===== config.mk =====
export PLATFORM = sky130hd
export DESIGN_NAME = lottery_scan_ctrl_flat
export DESIGN_NICKNAME = d
export VERILOG_FILES = /design/src/rtl/lottery_scan_ctrl_if.sv /design/src/rtl/lottery_scan_ctrl.sv /design/src/flat_wrapper.sv
export SDC_FILE = /design/constraint.sdc
export NUM_CORES = 1
export LEC_CHECK = 0
export BUFFER_PORTS_ARGS = -buffer_cell sky130_fd_sc_hd__buf_2
export CORE_ASPECT_RATIO = 0.5
export CORE_MARGIN = 2
export CORE_UTILIZATION = 57
export CTS_CLUSTER_SIZE = 10
export DETAILED_ROUTE_END_ITERATION = 6
export GPL_TIMING_DRIVEN = 0
export PLACE_DENSITY = 0.91
export REMOVE_ABC_BUFFERS = 1
export SYNTH_ARGS = -nofsm -noshare
export SYNTH_HDL_FRONTEND = slang
export SYNTH_SLANG_ARGS = --single-unit

===== constraint.sdc =====
create_clock -name clk -period 2.9 [get_ports clk]
set_input_delay 0.145 -clock clk [delete_from_list [all_inputs] [get_ports clk]]
set_output_delay 0.145 -clock clk [all_outputs]
set_load 0.01 [all_outputs]

===== src/rtl/lottery_scan_ctrl_if.sv =====
// Number-reader handshake: the ticket reader (master) presents 5-bit numbers,
// lottery_scan_ctrl (slave) accepts them with num_ready.
interface lottery_scan_ctrl_if;
  logic       num_valid;
  logic [4:0] num_data;
  logic       num_err;
  logic       num_ready;

  modport master (
    output num_valid,
    output num_data,
    output num_err,
    input  num_ready
  );

  modport slave (
    input  num_valid,
    input  num_data,
    input  num_err,
    output num_ready
  );
endinterface


===== src/rtl/lottery_scan_ctrl.sv =====
// Lottery round controller: loads 4 winning numbers, then per bet loads 4 bet
// numbers and strobes the bet checker once per number; sticky read-error handling.
module lottery_scan_ctrl #(
  parameter int unsigned MAX_BETS = 8
) (
  input  logic                clk,
  input  logic                reset,
  input  logic                start,
  input  logic [3:0]          n_bets,
  lottery_scan_ctrl_if.slave  rd,
  output logic [4:0]          W1,
  output logic [4:0]          W2,
  output logic [4:0]          W3,
  output logic [4:0]          W4,
  output logic [4:0]          B1,
  output logic [4:0]          B2,
  output logic [4:0]          B3,
  output logic [4:0]          B4,
  output logic                scan,
  output logic [1:0]          number,
  output logic                RD_ERR,
  output logic                busy,
  output logic                done,
  output logic [3:0]          bets_done
);

  localparam logic [2:0] IDLE   = 3'd0;
  localparam logic [2:0] LOAD_W = 3'd1;
  localparam logic [2:0] LOAD_B = 3'd2;
  localparam logic [2:0] SCAN   = 3'd3;
  localparam logic [2:0] NEXT   = 3'd4;
  localparam logic [2:0] DONE   = 3'd5;
  localparam logic [2:0] ERR    = 3'd6;

  logic [2:0] state_q, state_d;
  logic [3:0] n_bets_q, n_bets_d;
  logic [1:0] beat_q, beat_d;
  logic [2:0] scan_cnt_q, scan_cnt_d;
  logic [3:0] bets_done_q, bets_done_d;
  logic [4:0] w_q [4];
  logic [4:0] w_d [4];
  logic [4:0] b_q [4];
  logic [4:0] b_d [4];
  logic       scan_q, scan_d;
  logic [1:0] number_q, number_d;
  logic       rd_err_q, rd_err_d;

  logic       start_ok;
  logic       beat_fire;
  logic       beat_bad;
  logic [2:0] scan_nxt;
  logic [3:0] bets_inc;

  assign start_ok  = start && (n_bets != 4'd0) && (32'(n_bets) <= MAX_BETS);
  assign rd.num_ready = (state_q == LOAD_W) || (state_q == LOAD_B);
  assign beat_fire = rd.num_valid && rd.num_ready;
  assign beat_bad  = rd.num_err || (rd.num_data == 5'd0);
  assign scan_nxt  = scan_cnt_q + 3'd1;
  assign bets_inc  = bets_done_q + 4'd1;

  always_comb begin
    state_d     = state_q;
    n_bets_d    = n_bets_q;
    beat_d      = beat_q;
    scan_cnt_d  = scan_cnt_q;
    bets_done_d = bets_done_q;
    w_d         = w_q;
    b_d         = b_q;
    scan_d      = 1'b0;
    number_d    = number_q;
    rd_err_d    = rd_err_q;

    unique case (state_q)
      IDLE, ERR: begin
        if (start_ok) begin
          state_d     = LOAD_W;
          n_bets_d    = n_bets;
          bets_done_d = '0;
          beat_d      = '0;
          rd_err_d    = 1'b0;
        end
      end

      LOAD_W: begin
        if (beat_fire) begin
          if (beat_bad) begin
            rd_err_d = 1'b1;
            state_d  = ERR;
          end else begin
            w_d[beat_q] = rd.num_data;
            if (beat_q == 2'd3) begin
              state_d = LOAD_B;
              beat_d  = '0;
            end else begin
              beat_d = beat_q + 2'd1;
            end
          end
        end
      end

      LOAD_B: begin
        if (beat_fire) begin
          if (beat_bad) begin
            rd_err_d = 1'b1;
            state_d  = ERR;
          end else begin
            b_d[beat_q] = rd.num_data;
            if (beat_q == 2'd3) begin
              state_d    = SCAN;
              beat_d     = '0;
              scan_cnt_d = '0;
              number_d   = '0;
            end else begin
              beat_d = beat_q + 2'd1;
            end
          end
        end
      end

      // scan/number are registered one cycle ahead: the flops hold the values
      // for the SCAN cycle currently indexed by scan_cnt_q.
      SCAN: begin
        if (scan_cnt_q == 3'd7) begin
          state_d = NEXT;
        end else begin
          scan_cnt_d = scan_nxt;
          scan_d     = scan_nxt[0];
          number_d   = scan_nxt[2:1];
        end
      end

      NEXT: begin
        bets_done_d = bets_inc;
        if (bets_inc == n_bets_q) begin
          state_d = DONE;
        end else begin
          state_d = LOAD_B;
          beat_d  = '0;
        end
      end

      DONE: begin
        state_d = IDLE;
      end

      default: begin
        state_d = IDLE;
      end
    endcase
  end

  always_ff @(posedge clk or negedge reset) begin
    if (!reset) begin
      state_q     <= IDLE;
      n_bets_q    <= '0;
      beat_q      <= '0;
      scan_cnt_q  <= '0;
      bets_done_q <= '0;
      w_q         <= '{default: '0};
      b_q         <= '{default: '0};
      scan_q      <= 1'b0;
      number_q    <= '0;
      rd_err_q    <= 1'b0;
    end else begin
      state_q     <= state_d;
      n_bets_q    <= n_bets_d;
      beat_q      <= beat_d;
      scan_cnt_q  <= scan_cnt_d;
      bets_done_q <= bets_done_d;
      w_q         <= w_d;
      b_q         <= b_d;
      scan_q      <= scan_d;
      number_q    <= number_d;
      rd_err_q    <= rd_err_d;
    end
  end

  assign W1        = w_q[0];
  assign W2        = w_q[1];
  assign W3        = w_q[2];
  assign W4        = w_q[3];
  assign B1        = b_q[0];
  assign B2        = b_q[1];
  assign B3        = b_q[2];
  assign B4        = b_q[3];
  assign scan      = scan_q;
  assign number    = number_q;
  assign RD_ERR    = rd_err_q;
  assign busy      = (state_q != IDLE);
  assign done      = (state_q == DONE);
  assign bets_done = bets_done_q;

endmodule


===== src/flat_wrapper.sv =====
// flat-port wrapper written by rule: the top's interface ports become plain ports
module lottery_scan_ctrl_flat 
#(
  parameter int unsigned MAX_BETS = 8
)
  (clk, reset, start, n_bets, W1, W2, W3, W4, B1, B2, B3, B4, scan, number, RD_ERR, busy, done, bets_done, rd_num_valid, rd_num_data, rd_num_err, rd_num_ready);
  lottery_scan_ctrl_if rd_i ();
  input  logic clk;
  input  logic reset;
  input  logic start;
  input  logic [3:0] n_bets;
  output logic [4:0] W1;
  output logic [4:0] W2;
  output logic [4:0] W3;
  output logic [4:0] W4;
  output logic [4:0] B1;
  output logic [4:0] B2;
  output logic [4:0] B3;
  output logic [4:0] B4;
  output logic scan;
  output logic [1:0] number;
  output logic RD_ERR;
  output logic busy;
  output logic done;
  output logic [3:0] bets_done;
  input wire logic [$bits(rd_i.num_valid)-1:0] rd_num_valid;
  input wire logic [$bits(rd_i.num_data)-1:0] rd_num_data;
  input wire logic [$bits(rd_i.num_err)-1:0] rd_num_err;
  output wire logic [$bits(rd_i.num_ready)-1:0] rd_num_ready;
  assign rd_i.num_valid = rd_num_valid;
  assign rd_i.num_data = rd_num_data;
  assign rd_i.num_err = rd_num_err;
  assign rd_num_ready = rd_i.num_ready;
  lottery_scan_ctrl #(.MAX_BETS(MAX_BETS)) u_core (.clk(clk), .reset(reset), .start(start), .n_bets(n_bets), .rd(rd_i), .W1(W1), .W2(W2), .W3(W3), .W4(W4), .B1(B1), .B2(B2), .B3(B3), .B4(B4), .scan(scan), .number(number), .RD_ERR(RD_ERR), .busy(busy), .done(done), .bets_done(bets_done));
endmodule

### Yosys cells after proc, flatten, opt, wreduce, memory -nomap -nowiden

Index checks and enable logic that the tools add are counted.

* flip-flop bits (word level): 60
* output and inout port bits: 51
* logic and storage cells: 108

* add/sub/neg operators: 3
* $lt $le $gt $ge: 3
* equality and inequality tests: 22
* muxes and demuxes: 38
* bitwise gates (word level): 2
* reductions and logical operators: 24

Operator list (count)
* $bwmux W20: 2
* $mux W3: 13
* $mux W2: 9
* $pmux W3 S5: 1
* $eq A3 B3 Y1 const B: 4
* $ne A2 B1 Y1 const B: 6
* $demux W5 S2: 1
* $ne A2 B2 Y1 const B: 5
* $reduce_and A5 Y1: 2
* $pmux W4 S2: 1
* $eq A3 B2 Y1 const B: 2
* $ne A3 B2 Y1 const B: 2
* $pmux W2 S3: 1
* $pmux W3 S2: 1
* $reduce_and A3 Y1: 2
* $reduce_and A6 Y1: 1
* $reduce_bool A2 Y1: 3
* $reduce_bool A3 Y1: 2
* $logic_not A5 Y1: 1
* $mux W1: 5
* $mux W5: 1
* $add A4 B1 Y4 const B: 1
* $eq A4 B4 Y1: 1
* $le A4 B4 Y1 const B: 1
* 18 further kinds: 24

### Logic depth before layout (Yosys ltp)

Gate-level depths: netlist of the first run.

* word-level depth: 6
* depth in mapped cells: 7
* gate-level depth less buffers: 7

### Worst setup path after synthesis of the first run

Ideal clock, no wire load.

* path kind: flip-flop to flip-flop
* from: register u_core.bets_done_q[0], in the netlist u_core.bets_done[0]
* to: register u_core.beat_q[0]
* data arrival time: 1893 ps
* required time: 2772 ps
* slack: 879 ps
* stages on the path, launching flop included: 7
* period minus slack after synthesis: 2021 ps
* cell sequence: dfrtp_1 ha_1 xnor2_1 nand2_1 nor4_1 a2111oi_4 mux2_1

* longest elaborated chain between the ends: 4

Ends and longest elaborated chain
* start, declared: line lottery_scan_ctrl.sv:39 `logic [3:0] bets_done_q, bets_done_d;`
* start signal, assigned: line lottery_scan_ctrl.sv:169 `bets_done_q <= bets_done_d;`
* $add A4 B1 Y4: line lottery_scan_ctrl.sv:59 `assign bets_inc = bets_done_q + 4'd1;`
* $eq A4 B4 Y1: line lottery_scan_ctrl.sv:134 `if (bets_inc == n_bets_q) begin`
* $ne A2 B2 Y1 (no line)
* $reduce_and A5 Y1 (no line)
* end signal, assigned: line lottery_scan_ctrl.sv:167 `beat_q <= beat_d;`
* end, declared: line lottery_scan_ctrl.sv:37 `logic [1:0] beat_q, beat_d;`

No other way between the ends.
A chain may end at the register's enable or synchronous reset.

### Final worst setup path of the first run

* from: register u_core.state_q[2]
* to: register u_core.beat_q[0]

* longest elaborated chain between the ends: 5
* elaborated cells on any way between the ends: 16
* those cells by class: eq/ne: 8; mux: 1; reduce/logical: 7

Ends and longest elaborated chain
* start, declared: line lottery_scan_ctrl.sv:35 `logic [2:0] state_q, state_d;`
* start signal, assigned: line lottery_scan_ctrl.sv:165 `state_q <= state_d;`
* $eq A3 B1 Y1 or $eq A3 B2 Y1 (tied branches): line lottery_scan_ctrl.sv:55, lottery_scan_ctrl.sv:73
* $logic_or A1 B1 Y1: line lottery_scan_ctrl.sv:55 `assign rd.num_ready = (state_q == LOAD_W) || (state_q == LOAD_B);`
* $logic_and A1 B1 Y1: line lottery_scan_ctrl.sv:56 `assign beat_fire = rd.num_valid && rd.num_ready;`
* $ne A2 B1 Y1 (no line)
* $reduce_and A5 Y1 (no line)

Parallel ways exist; a longest one is shown, timed or not.

==> results.tsv, run 1 <==
metric	value	unit
core area	4530	µm²
Post-Syn Area	2760	µm²
max_cap viols	0	
Die Y	53.2	µm
Final ANT Viol Nets	0	
Layout Cell Area excl Fill	3330	µm²
First-pass DRT Iterations	5	
R2R Setup Slk	480	ps
Worst Setup End Kind	register	
initial DRC count	109	
Ports	65	
DR vias	2029	
CTS root buffer	clkbuf_8	
total wire length	6.55	mm
crit share post-route	83.3	%
share of layout cells above drive strength 1	45.6	%
Fin. Hold Viols	0	
Worst EP arrival	2630	ps
Reg area	1450	µm²
status	finished, final reports clean	
Post-Place Cells	338	
CTS Sinks	58	
largest family of logic cells by synthesized area	multiplexers	
final setup vio count	0	
Area after DPL	3120	µm²
DR DRC count	0	
Final Max Tran Viols	0	
simple-gate share of the synthesized area	10.2	%
Cell Count, Final, Fillers Out	353	
Area growth, synth to finish	20.6	%
# diodes	0	
min cycle time layout	2420	ps
hold crit path type	in -> reg	
die area	5450	µm²
footprint of the multi-input gates	1240	µm²
Std-Cell Rows	17	
clock slew at reported path FFs	60	ps
CTS tree	done	
Leakage Power	1.69	nW
fillcell total	265	
initial antenna violation count	0	
GP Congestion	0.854	
Die W	102	µm
Max Buffers Root-to-Sink	2	
Vias/cell	5.75	
Final nets	305	
synthesized flop and latch total	58	
Avg Inst Size Synth	12.9	µm²
Worst Setup Path Type	reg -> reg	
worst vdd ir	0.000505	V
ys flop type	dfrtp_1	
first-pass GRT wire length	10.4	mm
worst clock skew	8.09	ps
vias in the first global route	2003	
H-tree depth	3	
IO buf count	64	
CP required	3110	ps
ys async rst share	100	%
clock buffer count from CTS	9	
Max Fanout on Critical Path	20	
routed length per placed instance	18.6	µm
CP peak stage delay	860	ps
clk_lat worst skew	340	ps
worst relative slew slack	46.6	%
GRT overflow	0	
CTS-repair resized insts	0	
Worst-Margin Slew	800	ps
Post-Synth XOR/XNOR Area	2.22	%
All-Layer GR Usage	27.1	%
fraction of synthesized area in multiplexers	20.2	%
Post-Synthesis Cells	214	
fmax	414	MHz
Post-synth EDFFs	0	
Synth Warn #	0	
RSZ-0062 raised after global routing	no	
Post-DP HPWL	4.41	mm
CP max-delay cell	dfrtp_1	
sequential share of the synthesized area	52.6	%
Netlist cell types	42	
startpoint types	register	
adder-cell area share of the yosys netlist	3.17	%
cells along the critical path	nand2_1 > nor4_1 > a2111oi_4 > mux2_1	
PwrDens	1070	nW/µm²
Synth Area in Compound Gates	9.12	%
setup TNS	0	ps
largest net degree at the start of global routing	59	
starting density of the core	60.9	%
[power breakdown]
group          switching (W)  total (W)  internal (W)
Clock               0.000301   0.000731      0.000431
Sequential          0.000299    0.00142       0.00112
Combinational       0.000731    0.00140      0.000669
[per-stage QoR]
stage	util [%]	power [W]	hold slack (ps)	worst slack (ps)
2_1_floorplan	-	0.00227	-151	879
3_3_place_gp	68.9	0.00269	404	608
3_5_place_dp	68.9	0.00278	410	545
4_1_cts	73.2	0.00355	60.1	531
5_1_grt	73.4	0.00375	67.1	396
6_report	73.4	0.00355	72.3	484
[final cells by class]
type | count | area share [%]
Sequential cell | 58 | 43.6
Clock buffer | 11 | 4.55
Multi-Input combinational cell | 142 | 37.2
Tap cell | 66 | 2.48
Timing Repair Buffer | 65 | 10.0
Clock inverter | 3 | 1.20
Inverter | 8 | 0.903
[placed cells by master, fill, tap and decap left out, drive strengths merged, types with 5 or more instances in the layout]
cell type  count
xnor2          5
nor4           5
nor2          10
buf           64
mux2          46
inv            8
clkbuf        11
nand2         12
nor3           5
ha             7
dfrtp         58
o21ai          5
a21oi          5
[critical path, delay by kind of cell (launching register included)]
kind | cells | cell delay [ps]
and+or+nand+nor | 2 | 960
AOI/OAI and AO/OA | 1 | 130
muxes | 1 | 340
DFF | 1 | 860
[synth_stat cells (all sizes together) (3+ instances only)]
cell / count / area [µm²]
mux2: 46 / 518
nor2: 10 / 37.5
nor2b: 3 / 18.8
xnor2: 5 / 43.8
nor3: 5 / 30.0
a31o: 3 / 26.3
buf: 6 / 38.8
nor4: 5 / 76.3
mux2i: 4 / 40.0
nand3: 3 / 15.0
a21oi: 5 / 28.8
a21o: 4 / 30.0
dfrtp: 58 / 1450
ha: 7 / 87.6
o21ai: 5 / 25.0
nand2: 12 / 45.0
inv: 8 / 30.0
[repair_timing]
| action | 4_1_cts | 5_1_grt |
|---|---|---|
| hold buffers | 0 | 1 |
| hold endpoints to repair | 0 | 58 |
| setup buffers | 0 | 0 |
[state kept, by name, summed over array words and instances (netlist names)]
register,count
u_core.W1,5
u_core.scan,1
u_core.beat_q,2
u_core.state_q,3
u_core.n_bets_q,4
u_core.scan_cnt_q,1
u_core.W3,5
u_core.B3,5
u_core.W4,5
u_core.number,2
u_core.RD_ERR,1
u_core.bets_done,4
u_core.B2,5
u_core.B1,5
u_core.B4,5
u_core.W2,5
[worst paths after layout]
path,start,end,depth (start not counted)
max in group asynchronous,reset,u_core.state_q[2]$_DFFE_PN0P_,2
worst min register to register,u_core.scan_cnt_q[0]$_DFFE_PN0P_,u_core.scan$_DFF_PN0_,1
worst min-delay path,n_bets[2],u_core.n_bets_q[2]$_DFFE_PN0P_,2
min in group asynchronous,reset,u_core.W2[2]$_DFFE_PN0P_,2
worst max-delay path,u_core.state_q[2]$_DFFE_PN0P_,u_core.beat_q[0]$_DFFE_PN0P_,4
worst max register to register,u_core.state_q[2]$_DFFE_PN0P_,u_core.beat_q[0]$_DFFE_PN0P_,4
[routing by layer]
metal  GRT usage [%]  vias to the layer above  part of all wire (%)
met5               0                        -                     0
met4            10.7                        0                   3.3
met3            9.51                       20                   6.2
met2            44.2                       93                    49
met1            33.5                      983                    41
li1                -                      933                     -
[cell families after synthesis]
kind of cell | count (synthesis)
compound gates | 32
xor+xnor | 7
fa+ha+maj | 7
buf+inv | 14
flops | 58
mux | 50
simple gates | 46
Note: power is estimated with default switching activity, not from simulation.
==> run 2: changes to the inputs <==
- ABC_AREA: unset -> 1
- CORE_UTILIZATION: 57 -> 53
- PLACE_DENSITY: 0.91 -> 0.86
- clock period: 2.9 -> 2.4 ns (I/O delays scaled with it)
==> results.tsv, run 2 <==
metric	value	unit
Post-Synth XOR/XNOR Area	0.659	%
largest family of logic cells by synthesized area	simple AND/OR/NAND/NOR gates	
worst reg2reg path endpoint	u_core.bets_done[3]$_DFFE_PN0P_	
worst flop-to-flop path startpoint	u_core.state_q[1]$_DFFE_PN0P_	
clock slew at reported path FFs	70	ps
Vias/cell	5.15	
Setup WS pre-CTS	702	ps
commonest non-fill, non-tap cells in the layout	nand2_1, buf_2, dfrtp_1	
Post-synth EDFFs	0	
Ports	65	
Area contributors post-synth	dfrtp_1, nand2_1, o21ai_1	
worst clock skew	8.16	ps
share of layout cells above drive strength 1	32.1	%
adder-cell area share of the yosys netlist	3.29	%
hold crit path type	in -> reg	
IO buf count	64	
Synth Area in Compound Gates	10.5	%
sw frac	40.1	%
fraction of synthesized area in multiplexers	0	%
RSZ-0062 raised after global routing	no	
First-pass DRT Iterations	4	
largest net degree at the start of global routing	59	
Final nets	381	
Switching Power	0.00165	W
area share of the largest cell type after synthesis	54.6	%
FF-to-FF path depth	6	
total wire length	5.87	mm
worst setup path startpoint	u_core.state_q[1]$_DFFE_PN0P_	
crit share post-route	72.1	%
DR vias	2236	
Leakage Power	1.82	nW
WHS Path Cells	3	
Worst Setup End Kind	register	
sequential share of the synthesized area	54.6	%
Die Y	54.1	µm
starting density of the core	54.4	%
Area growth, synth to finish	22.2	%
Post-DP HPWL	4.06	mm
CP required	2620	ps
H-tree depth	3	
Std-Cell Rows	18	
final setup margin	670	ps
ys flop type	dfrtp_1	
initial antenna violation count	0	
Avg Inst Size Synth	9.26	µm²
Post-Synthesis Cells	287	
Int Pwr	0.00246	W
GRT overflow	0	
Post-Syn Area	2660	µm²
clock buffer count from CTS	9	
Final ANT Viol Nets	0	
ys async rst share	100	%
Worst EP arrival	1950	ps
Fin. Hold Viols	0	
Area after DPL	3050	µm²
most common cell after layout, fill and taps aside	nand2_1	
Max Buffers Root-to-Sink	2	
top cell type by total area after synthesis	dfrtp_1	
routed length per placed instance	13.5	µm
GP Congestion	0.837	
first-pass GRT wire length	9.45	mm
core area	4890	µm²
Die W	104	µm
final core occ	66.5	%
startpoint types	register	
clk_lat worst skew	340	ps
DR DRC count	0	
clock power share	20.5	%
CTS root buffer	clkbuf_8	
final setup vio count	0	
PwrDens	1270	nW/µm²
HP Start	n_bets[0]	
Final Max Tran Viols	0	
# diodes	0	
sequential power share	39.2	%
CTS Sinks	58	
post-CTS setup buffers	0	
All-Layer GR Usage	22.4	%
initial DRC count	145	
Netlist cell types	28	
Worst Setup Path Type	reg -> reg	
vias in the first global route	2073	
fillcell total	415	
Layout Cell Area excl Fill	3250	µm²
total power	0.00411	W
status	finished, final reports clean	
min cycle time layout	1730	ps
Worst-Margin Slew	729	ps
R2R Setup Slk	670	ps
simple-gate share of the synthesized area	26.0	%
Synth Warn #	0	
fmax	578	MHz
most common cell in the synthesized netlist	nand2_1	
synthesized flop and latch total	58	
max_cap viols	0	
worst vdd ir	0.000511	V
Synth top cells by count	nand2_1, dfrtp_1, o21ai_1, inv_1, inv_2	
worst relative slew slack	51.4	%
setup TNS	0	ps
Hold Path Sink	u_core.n_bets_q[0]$_DFFE_PN0P_	
Max Fanout on Critical Path	11	
combinational share of power	40.3	%
die area	5630	µm²
CTS tree	done	
## run 2: cell types whose count changed in the layout (fill, tap and decap cells not counted), sizes merged, moves of 4 or more
cell,change
mux2,-46
mux2i,-4
xnor2,-4
o21ai,+44
nand2,+84
nand3,+7
inv,+20
a21o,-4
nand4,+5
nor4,-5
## run 2: power by group through the flow
stage / combinational, W / clock [W] / sequential (W)
after global placement: 0.00157 / 0 / 0.00159
after CTS: 0.00166 / 0.000849 / 0.00160
after detailed placement: 0.00164 / 0 / 0.00162
final: 0.00166 / 0.000843 / 0.00161
after global routing: 0.00185 / 0.000896 / 0.00166
after floorplan: 0.000967 / 0 / 0.00172
## run 2: what timing repair did
| item | in CTS | in global routing |
|---|---|---|
| hold endpoints to repair | 0 | 58 |
| gates resized for setup | 0 | 0 |
| setup endpoints to repair | 0 | 0 |
| hold buffers | 0 | 1 |
## run 2: metrics by stage
step                      hold slack, ps  std cells
after floorplan                     -176        284
after detailed placement             376        418
after CTS                           13.1        433
after global routing                22.1        434
final                               14.9        434
after global placement               372        418
## run 2: cells by family after synthesis
group,after synthesis
AOI/OAI and AO/OA,55
xor gates and xnor gates,2
adders and majority gates,7
buffers and inverters,32
DFF,58
and+or+nand+nor,133
## run 2: area by class of cell
cell class                      count  area [µm²]  share of cell area, %
Multi-Input combinational cell    197        1080                   33.2
Clock inverter                      2        10.0                  0.308
Sequential cell                    58        1450                   44.7
Timing Repair Buffer               65         333                   10.2
Inverter                           29         110                   3.39
Tap cell                           70        87.6                   2.70
Clock buffer                       13         179                   5.51
## run 2: layer usage
layer	GRT usage (%)	routed length, µm	vias to the layer above
met5	0	0	-
met4	11.5	95	0
met3	8.11	346	12
met2	37.8	2850	72
met1	26.2	2580	1062
li1	-	-	1090
## run 2: worst max path at each step
stage	endpoint	cells after the start
after floorplan	u_core.beat_q[0]$_DFFE_PN0P_	8
after global placement	u_core.bets_done[3]$_DFFE_PN0P_	6
after detailed placement	u_core.bets_done[0]$_DFFE_PN0P_	6
after CTS	u_core.bets_done[3]$_DFFE_PN0P_	6
after global routing	u_core.bets_done[3]$_DFFE_PN0P_	6
final	u_core.bets_done[3]$_DFFE_PN0P_	6
## run 2: critical path: stages, from the launching register on
cell,delay [ps]
dfrtp_1,440
inv_2,150
nor2_4,50
nor3_2,250
nand4_1,390
nand2_1,240
o22ai_1,80
